--- src/rtl/seg7_scan_driver_if.sv ---
// seg7_scan_driver_if: display data/control inputs and pin-level outputs of the scan driver
interface seg7_scan_driver_if;
  logic [3:0] arr0, arr1, arr2, arr3;
  logic [3:0] digit_en;
  logic [3:0] dp_mask;
  logic       blank;
  logic [3:0] an;
  logic [6:0] seg;
  logic       dp;
  logic       frame_tick;
  modport master (
    output arr0, arr1, arr2, arr3, digit_en, dp_mask, blank,
    input  an, seg, dp, frame_tick
  );
  modport slave (
    input  arr0, arr1, arr2, arr3, digit_en, dp_mask, blank,
    output an, seg, dp, frame_tick
  );
endinterface

--- src/rtl/seg7_scan_driver.sv ---
// seg7_scan_driver: tear-free 4-digit hex scan for a common-anode 7-segment display
module seg7_scan_driver #(
  parameter int REFRESH_DIV = 50000
) (
  input logic                clk,
  input logic                reset,
  seg7_scan_driver_if.slave  io
);
  localparam int CW = $clog2(REFRESH_DIV);
  localparam logic [6:0] HEX [16] = '{
    7'h3F, 7'h06, 7'h5B, 7'h4F, 7'h66, 7'h6D, 7'h7D, 7'h07,
    7'h7F, 7'h6F, 7'h77, 7'h7C, 7'h39, 7'h5E, 7'h79, 7'h71
  };
  logic [CW-1:0] cnt_q, cnt_d;
  logic [1:0]    idx_q, idx_d;
  logic [3:0]    snap_q [4];
  logic [3:0]    snap_d [4];
  logic [3:0]    arr [4];
  logic          init_q;
  logic [3:0]    an_q, an_d;
  logic [6:0]    seg_q, seg_d;
  logic          dp_q, dp_d;
  logic          ft_q, ft_d;
  logic          tick;
  logic          load;
  assign arr = '{io.arr0, io.arr1, io.arr2, io.arr3};
  always_comb begin
    tick   = cnt_q == CW'(REFRESH_DIV - 1);
    cnt_d  = tick ? '0 : cnt_q + CW'(1);
    idx_d  = idx_q + 2'(tick);
    // a new frame is only captured at the 3 -> 0 wrap so a mid-scan store never tears the image
    load   = init_q || (tick && idx_q == 2'd3);
    snap_d = load ? arr : snap_q;
    // the slot's last cycle is dark so the segment change never ghosts onto the next digit
    an_d   = (tick || io.blank || !io.digit_en[idx_q]) ? 4'hF : ~(4'b0001 << idx_q);
    seg_d  = ~HEX[snap_q[idx_q]];
    dp_d   = ~io.dp_mask[idx_q];
    ft_d   = tick && idx_q == 2'd3;
  end
  always_ff @(posedge clk or negedge reset) begin
    if (!reset) begin
      cnt_q  <= '0;
      idx_q  <= '0;
      snap_q <= '{default: '0};
      init_q <= 1'b1;
      an_q   <= 4'hF;
      seg_q  <= 7'h7F;
      dp_q   <= 1'b1;
      ft_q   <= 1'b0;
    end else begin
      cnt_q  <= cnt_d;
      idx_q  <= idx_d;
      snap_q <= snap_d;
      init_q <= 1'b0;
      an_q   <= an_d;
      seg_q  <= seg_d;
      dp_q   <= dp_d;
      ft_q   <= ft_d;
    end
  end
  assign io.an         = an_q;
  assign io.seg        = seg_q;
  assign io.dp         = dp_q;
  assign io.frame_tick = ft_q;
endmodule
--- src/flat_wrapper.sv ---
// flat-port wrapper written by rule: the top's interface ports become plain ports
module seg7_scan_driver_flat 
#(
  parameter int REFRESH_DIV = 50000
)
  (clk, reset, io_arr0, io_arr1, io_arr2, io_arr3, io_digit_en, io_dp_mask, io_blank, io_an, io_seg, io_dp, io_frame_tick);
  seg7_scan_driver_if io_i ();
  input logic clk;
  input logic reset;
  input wire logic [$bits(io_i.arr0)-1:0] io_arr0;
  input wire logic [$bits(io_i.arr1)-1:0] io_arr1;
  input wire logic [$bits(io_i.arr2)-1:0] io_arr2;
  input wire logic [$bits(io_i.arr3)-1:0] io_arr3;
  input wire logic [$bits(io_i.digit_en)-1:0] io_digit_en;
  input wire logic [$bits(io_i.dp_mask)-1:0] io_dp_mask;
  input wire logic [$bits(io_i.blank)-1:0] io_blank;
  output wire logic [$bits(io_i.an)-1:0] io_an;
  output wire logic [$bits(io_i.seg)-1:0] io_seg;
  output wire logic [$bits(io_i.dp)-1:0] io_dp;
  output wire logic [$bits(io_i.frame_tick)-1:0] io_frame_tick;
  assign io_i.arr0 = io_arr0;
  assign io_i.arr1 = io_arr1;
  assign io_i.arr2 = io_arr2;
  assign io_i.arr3 = io_arr3;
  assign io_i.digit_en = io_digit_en;
  assign io_i.dp_mask = io_dp_mask;
  assign io_i.blank = io_blank;
  assign io_an = io_i.an;
  assign io_seg = io_i.seg;
  assign io_dp = io_i.dp;
  assign io_frame_tick = io_i.frame_tick;
  seg7_scan_driver #(.REFRESH_DIV(REFRESH_DIV)) u_core (.clk(clk), .reset(reset), .io(io_i));
endmodule
--- config.mk ---
export PLATFORM = sky130hd
export DESIGN_NAME = seg7_scan_driver_flat
export DESIGN_NICKNAME = d
export VERILOG_FILES = /design/src/rtl/seg7_scan_driver_if.sv /design/src/rtl/seg7_scan_driver.sv /design/src/flat_wrapper.sv
export SDC_FILE = /design/constraint.sdc
export NUM_CORES = 1
export LEC_CHECK = 0
export ABC_AREA = 1
export CORE_MARGIN = 2
export CORE_UTILIZATION = 25
export CTS_CLUSTER_SIZE = 8
export DETAILED_ROUTE_END_ITERATION = 7
export HOLD_SLACK_MARGIN = 0.03
export PLACE_DENSITY = 0.49
export SKIP_LAST_GASP = 1
export SLEW_MARGIN = 20
export SYNTH_ARGS = -nofsm -noshare
export SYNTH_HDL_FRONTEND = slang
export SYNTH_SLANG_ARGS = --single-unit
--- constraint.sdc ---
create_clock -name clk -period 2.1 [get_ports clk]
set_input_delay 0.525 -clock clk [delete_from_list [all_inputs] [get_ports clk]]
set_output_delay 0.525 -clock clk [all_outputs]
set_load 0.02 [all_outputs]
==> impl_results.md <==
- Placed standard-cell area: approximately 3000 um^2
- CTS tree: done
- Hpwl dp: 4424 um
- Top Ports: 40
- Worst-path cell chain: clkdlybuf4s50_1
- CTS Buffer Depth: 2
- Clock root buffer: clkbuf_8
- Pre-antenna DRT Iters: 4
- Crit-path leading delay family: buffers and inverters
- Pwr dens: ~590 nW/um^2
- Setup TNS: 0 ns
- Core area: 9819 um^2
- # port buffers: 39
- Setup ws final: roughly 0.15 ns
- Wire length per cell: between 10 and 15 um
- Crit path DAT: roughly 1.4 ns
- Total number of vias: 2,095
- Setup Buffers After CTS: 0
- Final worst clock skew: 0.01123 ns
- Placer Congestion: 0.8839
- Total wire length: 5767 um
- Final setup vio count: 0
- Yosys cell types: 30
- Critical Path Start Type: flip-flop
- Ranking of synthesized cells by area: dfrtp_1 34%, nand2_1 18%, dfstp_2 13%
- Syn. warnings: 0
- Initial drt markers: between 70 and 80
- Footprint of the multi-input gates: 1172 um^2
- Worst hold slack: 0.1694 ns
- Die height: between 100 and 150 um
- Max-slew violations: 0
- Worst Path Required: 1.57 ns
- Dpl ws: ~0.16 ns
- Area Overhead vs Synth: 25.22%
- Crit path buf inv count: 1
- FP Rows: 36
- Final core occ: 0.3239
- Hold Vio Cnt, Final: 0
- Maxcap violations: 0
- Crit end category: primary output
- CP max FO: 1
- # fillers: ~1.1k
- Critical path's slowest cell: clkdlybuf4s50_1
- Mean Syn Cell Area: between 7 and 8 um^2
- Setup CP Type: reg2out
- Via-to-Cell Ratio: ~4.2
- Synth Net Count: around 360
- Antenna violation net count after detailed routing: 0
- Tcrit/Tclk final: 0.9298
- Die X: about 100 um
- Synth top area share: 0.3448
- Layout Nets: ~400
- Reg area: 1220 um^2
- Largest area contributor in the netlist: dfrtp_1
- Share of post-route cells with drive strength above 1: 0.1199
- N_diodes: 0
- FMAX: between 0.5 and 0.6 GHz
- Global-route wire length before repair: between 10,000 and 15,000 um
- Peak supply drop: slightly below 0.3 mV
- Outcome: finished, final reports clean
- R2R cell count: 10
- DR DRC count: 0
- Num CTS Buffers: 5
- Leakage power: 1.559 nW
- Register area share after synthesis: 0.4793
- Mapped Cells: 323
- Slowest stage delay, CP: 0.60 ns
- RSZ-0062 raised after global routing: false
- Initial core utilization: 0.2587
- Flops & latches, synth: 48
- Finished layout cell area: between 3000 and 4000 um^2
- Total congestion overflow: 0
- Clock Sinks: 48
- WP depth: 1
- H-tree depth: 2
- Worst skew pair latency: between 0.3 and 0.4 ns
- Initial antenna violation count: 0
- Largest net degree at the start of global routing: 30
- Gr usage total: 0.1158
- Minimum clock period: ~2 ns
- HP Class: in2async
- Worst-path clk slew: about 0.10 ns
- Vias in the first global route: roughly 2.1k
- Post-Syn Area: around 2500 um^2
- Die footprint: approximately 11,000 um^2
## metrics by stage
| stage | std cells | total power, mW |
|---|---|---|
| after floorplan | 323 | 1.181 |
| after global placement | 492 | 1.333 |
| after detailed placement | 492 | 1.334 |
| after CTS | 500 | 1.925 |
| after global routing | 500 | 1.997 |
| final | 500 | 1.883 |
## power by group
group | switching (mW) | internal, mW | leakage [nW]
sequential | 0.0279 | 0.990 | 0.578
combinational | 0.160 | 0.133 | 0.940
clock | 0.335 | 0.236 | 0.0404
## registers in the layout, indices dropped and copies added (netlist names)
name	cells
u_core.io.dp	1
u_core.init_q	1
u_core.io.seg	7
u_core.idx_q	2
u_core.cnt_q	16
u_core.snap_q	16
u_core.io.an	4
u_core.io.frame_tick	1
## area by class of cell
type                       instances  area share
multi-input combinational        240      0.3686
sequential                        48      0.3836
tap                              133     0.05232
inverter                          29     0.03422
clock inverter                     3    0.007474
timing repair buffer              42      0.1322
clock buffer                       5     0.02164
## routing by layer
metal  global-route usage  part of all wire  vias to the layer above  wire length, um
met1               0.1724              0.54                      946             3123
li1                     -                 -                     1099                -
met2               0.1628              0.40                       44             2297
met4              0.04190             0.017                        0               96
met3              0.02558             0.043                        6              250
met5                    0                 0                        -                0
## cell families (layout without fill, tap and decap cells)
| group | after synthesis | count (layout) | synth area share |
|---|---|---|---|
| adders and majority gates | 8 | 8 | 0.03941 |
| AOI/OAI and AO/OA | 9 | 9 | 0.02266 |
| and+or+nand+nor | 214 | 214 | 0.3704 |
| other | 1 | 1 | 0.001476 |
| DFF | 48 | 48 | 0.4793 |
| buffers and inverters | 35 | 79 | 0.05911 |
| xor gates and xnor gates | 8 | 8 | 0.02759 |
## cells in the final DEF (no fill, tap or decap), types with 2 or more instances in the layout
cell / count
clkinvlp_4: 2
nand2_2: 2
o21ai_0: 2
dfstp_2: 13
inv_1: 23
dfrtp_2: 2
clkbuf_8: 5
o21bai_1: 2
xor2_1: 7
dfrtp_1: 33
clkdlybuf4s50_1: 38
nor2_1: 30
nand2_1: 124
nor2_2: 2
nand4_1: 6
nor2_4: 4
buf_4: 2
inv_2: 5
nand3_1: 41
ha_1: 8
a21oi_1: 2
## synth_stat cells
cell and count:
o221ai_1 1, nor2_2 2, nand3_4 1, inv_1 23, nor3_1 1, and2_1 1, nand3_2 1, clkbuf_1 1
o21bai_1 2, a21oi_1 2, inv_2 5, nand4_1 6, nand2_4 1, o21ai_0 2, o21ai_2 1, xor2_1 7
nand2_1 124, nor2_1 30, buf_6 2, dfstp_2 13, nand2_2 2, nor2_4 4, dfrtp_1 35, clkinv_1 1
o21ai_1 1, xnor2_1 1, nand3_1 41, ha_1 8, conb_1 1, buf_2 3
## path summary, 6_finish.rpt
path	slack (ns)	startpoint	to
max in group asynchronous	1.33	reset	u_core.io.seg[5]
max	0.15	u_core.io.an[0]	io_an[0]
min	0.17	reset	u_core.snap_q[14]
max reg2reg	0.29	u_core.idx_q[1]	u_core.io.seg[6]
min reg2reg	0.46	u_core.cnt_q[0]	u_core.cnt_q[0]
min in group clk	0.46	u_core.cnt_q[0]	u_core.cnt_q[0]
## timing repair
item | CTS | global route
endpoints found under the setup margin | 0 | 4
resized for setup | 0 | 2
hold buffers | 0 | 0
Power figures use the tool's default switching activity.
